===== config.mk =====
export PLATFORM = sky130hd
export DESIGN_NAME = sump_readout_ctrl
export DESIGN_NICKNAME = d
export VERILOG_FILES = /design/src/rtl/sump_readout_ctrl.sv
export SDC_FILE = /design/constraint.sdc
export NUM_CORES = 1
export LEC_CHECK = 0
export ABC_AREA = 1
export ABC_CLOCK_PERIOD_IN_PS = 1600
export CELL_PAD_IN_SITES_DETAIL_PLACEMENT = 2
export CELL_PAD_IN_SITES_GLOBAL_PLACEMENT = 2
export CORE_MARGIN = 4
export CORE_UTILIZATION = 23
export CTS_BUF_LIST = sky130_fd_sc_hd__clkbuf_4 sky130_fd_sc_hd__clkbuf_8
export DETAILED_ROUTE_END_ITERATION = 8
export GPL_TIMING_DRIVEN = 1
export PLACE_DENSITY_LB_ADDON = 0.1
export SLEW_MARGIN = 20
export SYNTH_ARGS = -nofsm -noshare
export SYNTH_HDL_FRONTEND = slang
export SYNTH_SLANG_ARGS = --single-unit

===== constraint.sdc =====
create_clock -name clk_i -period 1.6 [get_ports clk_i]
set_input_delay 0.32 -clock clk_i [delete_from_list [all_inputs] [get_ports clk_i]]
set_output_delay 0.32 -clock clk_i [all_outputs]
set_load 0.005 [all_outputs]

===== src/rtl/sump_readout_ctrl.sv =====
// sump_readout_ctrl: newest-first readback of captured samples from sample RAM to the UART transmitter.
// Optional feature: define READOUT_ABORT_EN to add the abort_i cancel input.
module sump_readout_ctrl #(
    parameter int WORD_BITS = 8,
    parameter int CMD_WORDS = 4,
    parameter int ADDR_BITS = 10
) (
    input  logic                           clk_i,
    input  logic                           rst_i,
    input  logic                           start_i,
    input  logic [ADDR_BITS-1:0]           ptr_i,
    input  logic [ADDR_BITS:0]             cnt_i,
    input  logic [CMD_WORDS-1:0]           grp_en_i,
    output logic                           mem_rd_o,
    output logic [ADDR_BITS-1:0]           mem_addr_o,
    input  logic [CMD_WORDS*WORD_BITS-1:0] mem_data_i,
    output logic                           tx_stb_o,
    input  logic                           tx_rdy_i,
`ifdef READOUT_ABORT_EN
    input  logic                           abort_i,
`endif
    output logic [CMD_WORDS*WORD_BITS-1:0] tx_data_o,
    output logic [CMD_WORDS-1:0]           tx_sel_o,
    output logic                           busy_o,
    output logic                           done_o
);

    typedef enum logic [1:0] {
        ST_IDLE = 2'd0,
        ST_READ = 2'd1,
        ST_WAIT = 2'd2,
        ST_SEND = 2'd3
    } state_t;

    localparam logic [ADDR_BITS:0]   REM_ONE  = (ADDR_BITS+1)'(1'b1);
    localparam logic [ADDR_BITS-1:0] ADDR_ONE = ADDR_BITS'(1'b1);

    state_t                 state_r;
    logic [ADDR_BITS-1:0]   addr_r;
    logic [ADDR_BITS:0]     rem_r;
    logic                   abort_s;
    logic                   last_s;
    logic                   start_ok_s;

`ifdef READOUT_ABORT_EN
    assign abort_s = abort_i;
`else
    assign abort_s = 1'b0;
`endif

    assign last_s     = (rem_r == REM_ONE);
    assign start_ok_s = (cnt_i != '0) && (grp_en_i != '0);

    // Readout sequencer: all outputs are registered and driven from this block.
    always_ff @(posedge clk_i) begin
        if (rst_i) begin
            state_r    <= ST_IDLE;
            addr_r     <= '0;
            rem_r      <= '0;
            mem_rd_o   <= 1'b0;
            mem_addr_o <= '0;
            tx_stb_o   <= 1'b0;
            tx_data_o  <= '0;
            tx_sel_o   <= '0;
            busy_o     <= 1'b0;
            done_o     <= 1'b0;
        end else if (abort_s && (state_r != ST_IDLE)) begin
            // Cancelled readout ends silently: no done pulse.
            state_r  <= ST_IDLE;
            mem_rd_o <= 1'b0;
            tx_stb_o <= 1'b0;
            busy_o   <= 1'b0;
            done_o   <= 1'b0;
        end else begin
            done_o <= 1'b0;
            case (state_r)
                ST_IDLE: begin
                    if (start_i && !abort_s) begin
                        if (start_ok_s) begin
                            addr_r     <= ptr_i;
                            rem_r      <= cnt_i;
                            tx_sel_o   <= grp_en_i;
                            mem_addr_o <= ptr_i;
                            mem_rd_o   <= 1'b1;
                            busy_o     <= 1'b1;
                            state_r    <= ST_READ;
                        end else begin
                            // Nothing to send: acknowledge immediately.
                            done_o <= 1'b1;
                        end
                    end else begin
                        state_r <= ST_IDLE;
                    end
                end
                ST_READ: begin
                    mem_rd_o <= 1'b0;
                    state_r  <= ST_WAIT;
                end
                ST_WAIT: begin
                    tx_data_o <= mem_data_i;
                    tx_stb_o  <= 1'b1;
                    state_r   <= ST_SEND;
                end
                ST_SEND: begin
                    if (tx_rdy_i) begin
                        tx_stb_o <= 1'b0;
                        rem_r    <= rem_r - REM_ONE;
                        addr_r   <= addr_r - ADDR_ONE;
                        if (last_s) begin
                            busy_o  <= 1'b0;
                            done_o  <= 1'b1;
                            state_r <= ST_IDLE;
                        end else begin
                            // Address wraps naturally through the modulo subtraction.
                            mem_addr_o <= addr_r - ADDR_ONE;
                            mem_rd_o   <= 1'b1;
                            state_r    <= ST_READ;
                        end
                    end else begin
                        state_r <= ST_SEND;
                    end
                end
                default: begin
                    state_r  <= ST_IDLE;
                    mem_rd_o <= 1'b0;
                    tx_stb_o <= 1'b0;
                    busy_o   <= 1'b0;
                end
            endcase
        end
    end

endmodule


==> qor.txt, run 1 <==
Mapped Nets = 611
Total GRT Usage = 16.5%
CTS root buf = clkbuf_8
Fmax = 0.642 GHz
Final period util = 97.4%
Most common cell in the netlist = nor2_1
Post-DP HPWL = 10700 µm
# IOs = 111
IO buf count = 110
Initial Util = 23.4%
Vias per cell = 4.48
First-pass GRT wire length = 24100 µm
DR vias = 4148
Critical Path RT = 1.28 ns
Post-DRT Antenna Nets = 0
CP max stage cell = clkdlybuf4s50_1
Post-synth ARST share = 0%
Share of cells above drive strength 1 = 23.7%
Critical path type = reg2out
Fin nets = 774
Pre-CTS setup slack = -0.426 ns
Slowest stage delay, CP = 0.53 ns
GPL Wtd Cong = 0.790
Seq/Total Area, Yosys = 39.5%
Largest net degree at the start of global routing = 33
Crit path capture type = output pin
Rel. slew slack = 79.1%
Slew @ Worst Pin = 0.314 ns
Die Y = 135 µm
Sink Count = 73
Netlist cell types = 35
Worst Hold Class = in2reg
Cell count after synthesis = 542
Die area = 18200 µm²
Wire per inst = 16.3 µm
Main synth FF type = dfxtp_1
Post-synth top area share = 39.5%
Max Root-Sink Buffers = 2
CP startpoint kind = flop
Post-route cell area = 6030 µm²
CTS tree = done
R2R Setup Slk = 0.04 ns
Register bit total from synthesis = 73
Synthesized area = 3700 µm²
PnR worst setup slack = 0.0424 ns
Reg clk slew, reported paths = 0.08 ns
H-tree depth = 3
Post-route DRC = 0
CP top delay family = buffers and inverters
Synth Area per Inst = 6.83 µm²
Area grow syn2layout = 62.7%
Final hold slack = 0.376 ns
Grt total ovfl = 0
DP Area = 5400 µm²
Final Max Slew Viols = 0
Worst IR Drop VDD = 394 µV
Final min period = 1.56 ns
Number of DRC markers in iteration 0 = 70
Clock Skew = 0.00729 ns
Core Area = 15800 µm²
Most instantiated cells after synthesis = 128 x nor2_1, 97 x nand2_1, 73 x dfxtp_1
Diode count = 0
Setup violations, final = 0
Pre-antenna DRT Iters = 4
Max cap viols = 0
Initial antenna violation count = 0
Largest area contributor in the synthesized netlist = dfxtp_1
Fin. Hold Viols = 0
Post-synth EDFFs = 0
Row count = 46
Crit-path max FO = 2
Clk_lat worst skew = 0.36 ns
Num CTS Buffers = 9
Status = finished clean
Synth warn = 0
Worst Path Arrival = 1.24 ns
Synth area leaders = dfxtp_1 39%, nor2_1 13%, nand2_1 9.8%, o21ai_0 8.6%, inv_1 5.3%
Worst path bufs/invs = 1
P_leak = 2.85 nW
Die X = 135 µm
Number of global-route vias before repair = 4642
WL final = 15100 µm
PwrDens = 1030 nW/µm²
RSZ-0062 raised after global routing = true
Critical path cell sequence = clkdlybuf4s50_1
registers in the layout, indices dropped and copies added, names as in the netlist:
register	cells
addr_r	10
busy_o	1
done_o	1
mem_addr_o	10
mem_rd_o	1
rem_r	11
state_r	2
tx_data_o	32
tx_sel_o	4
tx_stb_o	1
worst paths after layout:
check | from | to | cells past startpoint
worst min register to register | tx_sel_o[0] | tx_sel_o[0] | 2
worst max register to register | state_r[0] | rem_r[10] | 10
worst max-delay path | tx_data_o[25] | tx_data_o[25] | 1
worst min-delay path | cnt_i[0] | rem_r[0] | 5
cells in the final DEF, fill, tap and decap left out, types with 5 or more instances in the layout:
cell,netlist,final
o21ai_1,2,8
nor2_4,0,7
o21ai_2,4,6
clkbuf_8,0,9
ha_1,8,5
a21oi_2,6,6
buf_12,0,8
buf_4,0,48
clkdlybuf4s50_1,0,86
nor2_1,128,113
dlymetal6s2s_1,0,20
nand3_1,22,20
dfxtp_1,73,55
inv_1,52,48
a21oi_1,12,12
inv_2,3,5
dfxtp_2,0,16
nand2_1,97,90
nand2_2,8,15
nor2_2,2,12
nand4_1,12,12
o21ai_0,64,56
per-layer routing:
metal	track usage [%]	up-vias	share of wire, %
met3	5.29	16	5.9
met5	0	-	0
li1	-	2047	-
met4	5.20	0	1.3
met2	28.5	78	51
met1	19.4	2007	42
metrics by stage:
step           TNS (ns)  util (%)  total power [mW]  instances
5_1_grt          -0.125      38.1              6.71        926
2_1_floorplan         0         -              3.43        542
6_report              0      38.1              6.23        926
3_5_place_dp     -14.32      34.1              4.51        895
3_3_place_gp     -12.16      34.1              4.42        895
4_1_cts        -0.00418      35.8              6.03        916
area by class of cell:
type / instances / area [µm²]
Clock buffer: 10 / 131
Clock inverter: 6 / 42.5
Fill cell: 1843 / 9800
Inverter: 56 / 220
Multi-Input combinational cell: 393 / 2120
Sequential cell: 73 / 1490
Tap cell: 216 / 270
Timing Repair Buffer: 172 / 1750
power by group:
group | internal [mW] | switching (mW) | leakage [nW]
sequential | 2.09 | 0.200 | 0.607
clock | 0.583 | 0.788 | 0.0861
combinational | 1.23 | 1.33 | 2.16
cells by family after synthesis:
family | share of synthesized area [%]
buf+inv | 8.95
fa+ha+maj | 2.70
simple gates | 34.2
compound gates | 14.0
xor+xnor | 0.710
flops | 39.5
what timing repair did:
item | CTS | global route
setup buffers | 4 | 6
resized for setup | 20 | 87
endpoints found under the setup margin | 37 | 71
gates cloned | 1 | 4
pin swaps | 9 | 25
hold buffers | 0 | 0
Power figures use the tool's default switching activity.
==> run 2: changes to the inputs <==
- ABC_CLOCK_PERIOD_IN_PS: 1600 -> 1400
- clock period: 1.6 -> 1.4 ns (I/O delays scaled with it)
==> qor.txt, run 2 (synthesis gave the netlist of run 1 again) <==
Final Util = 41.0% (+2.9 points)
H-tree depth = 3 (unchanged)
Core Area = 15800 µm² (unchanged)
Wire per inst = 17.5 µm (+7.3%)
Fmax = 0.658 GHz
Rel. slew slack = 78.6% (-0.49 points)
Number of DRC markers in iteration 0 = 77 (+10%)
Final hold slack = 0.437 ns (+0.0606 ns)
P_leak = 3.06 nW (+7.2%)
Max cap viols = 0 (unchanged)
Diode count = 0 (unchanged)
Initial antenna violation count = 0 (unchanged)
RR Startpoint = state_r[1]
Post-CTS Hold Buffers = 0 (unchanged)
Post-DRT Antenna Nets = 0 (unchanged)
Hold path startpoint = cnt_i[8]
Area grow syn2layout = 75.2%
Vias per cell = 4.50 (+0.45%)
Placed cell count = 916 (+2.3%)
Final Max Slew Viols = 0 (unchanged)
Reg with most FFs = tx_data_o
Grt total ovfl = 0 (unchanged)
Pre-antenna DRT Iters = 4 (unchanged)
Worst Hold Class = in2reg
Critical Path RT = 1.66 ns (+0.38 ns)
Worst IR Drop VDD = 376 µV (-4.7%)
Status = finished with violations
Fillcell total = 1851 (+0.43%)
Number of global-route vias before repair = 4956 (+6.8%)
Crit-path max FO = 4 (+2)
Post-route setup TNS = -2.63 ns (-2.63 ns)
Commonest non-fill, non-tap cell in the layout = nor2_1
PnR worst setup slack = -0.120 ns (-0.162 ns)
CTS tree = done
# IOs = 111 (unchanged)
IO buf count = 110 (unchanged)
Failing checks = setup timing
Fin nets = 799 (+3.2%)
Setup violations, final = 37 (+37)
Max FFs per register = 32 (unchanged)
Commonest cells after routing, fill and taps aside = 100 x nor2_1, 65 x nand2_1, 61 x dlygate4sd2_1, 60 x buf_4, 52 x dfxtp_1
Die X = 135 µm (unchanged)
Num CTS Buffers = 9 (unchanged)
Total GRT Usage = 18.1% (+1.6 points)
Max Root-Sink Buffers = 2 (unchanged)
Final min period = 1.52 ns
CTS root buf = clkbuf_8
Sink Count = 73 (unchanged)
Worst Path Arrival = 1.78 ns (+0.54 ns)
PwrDens = 1250 nW/µm² (+21%)
Clk_lat worst skew = 0.38 ns (+0.02 ns)
Row count = 46 (unchanged)
Largest net degree at the start of global routing = 33 (unchanged)
Die Y = 135 µm (unchanged)
Clock Skew = 0.0128 ns (+0.00548 ns)
Die area = 18200 µm² (unchanged)
RSZ-0062 raised after global routing = true
Slew @ Worst Pin = 0.318 ns (+0.00397 ns)
Fin. Hold Viols = 0 (unchanged)
DR vias = 4279 (+3.2%)
First-pass GRT wire length = 26100 µm (+8.2%)
Top Registers = tx_data_o x32, rem_r x11
CP startpoint kind = flop
Total power = 8.12 mW (+30%)
Crit path capture type = flop
DP Area = 5590 µm² (+3.6%)
Non-filler cells, final = 951 (+2.7%)
Share of cells above drive strength 1 = 34.7% (+11 points)
Critical path type = reg2reg
Post-route DRC = 0 (unchanged)
Reg clk slew, reported paths = 0.10 ns (+0.02 ns)
Initial Util = 23.4% (unchanged)
Post-DP HPWL = 11300 µm (+5.8%)
Final period util = 109%
WL final = 16600 µm (+10%)
Pre-CTS setup slack = -0.651 ns (-0.225 ns)
GPL Wtd Cong = 0.789 (about the same)
Post-route cell area = 6490 µm² (+7.7%)
Crit. Startpoint = state_r[1]
==> run 2: layer usage <==
layer	vias to the layer above	track usage, %	part of all wire, %
met5	-	0	0
met4	0	5.43	1.8
met3	17	4.69	4.8
met2	84	33.7	54
met1	2081	20.2	40
li1	2097	-	-
==> run 2: critical path, stage by stage, from the launching register on <==
cell and delay [ns]:
dfxtp_4 0.39, inv_4 0.04, ha_4 0.16, nand2_4 0.07, inv_4 0.04, nor2_8 0.16
buf_8 0.15, buf_8 0.14, nand2_8 0.09, nor2_2 0.10, nor2_1 0.06
==> run 2: final timing paths <==
check	slack, ns	to	depth (start not counted)
worst max-delay path	-0.12	rem_r[6]	10
worst min-delay path	0.44	rem_r[8]	5
worst max register to register	-0.12	rem_r[6]	10
worst min register to register	0.46	tx_sel_o[1]	2
==> run 2: where the power goes <==
group / switching (mW) / internal [mW]
Sequential: 0.222 / 2.39
Clock: 0.959 / 1.06
Combinational: 1.84 / 1.65
Total: 3.03 / 5.10
==> run 2: cell type report <==
class	count	area, µm²	share of cell area, %
Timing Repair Buffer	197	1880	28.9
Multi-Input combinational cell	393	2400	36.9
Clock inverter	6	90.1	1.39
Tap cell	216	270	4.16
Sequential cell	73	1490	23.0
Clock buffer	10	138	2.12
Inverter	56	225	3.47
==> run 2: what timing repair did <==
| action | CTS | global route |
|---|---|---|
| resized for setup | 189 | 64 |
| pin swaps | 38 | 31 |
| buffers inserted | 10 | 2 |
| setup endpoints to repair | 92 | 53 |
| cloned | 5 | 2 |
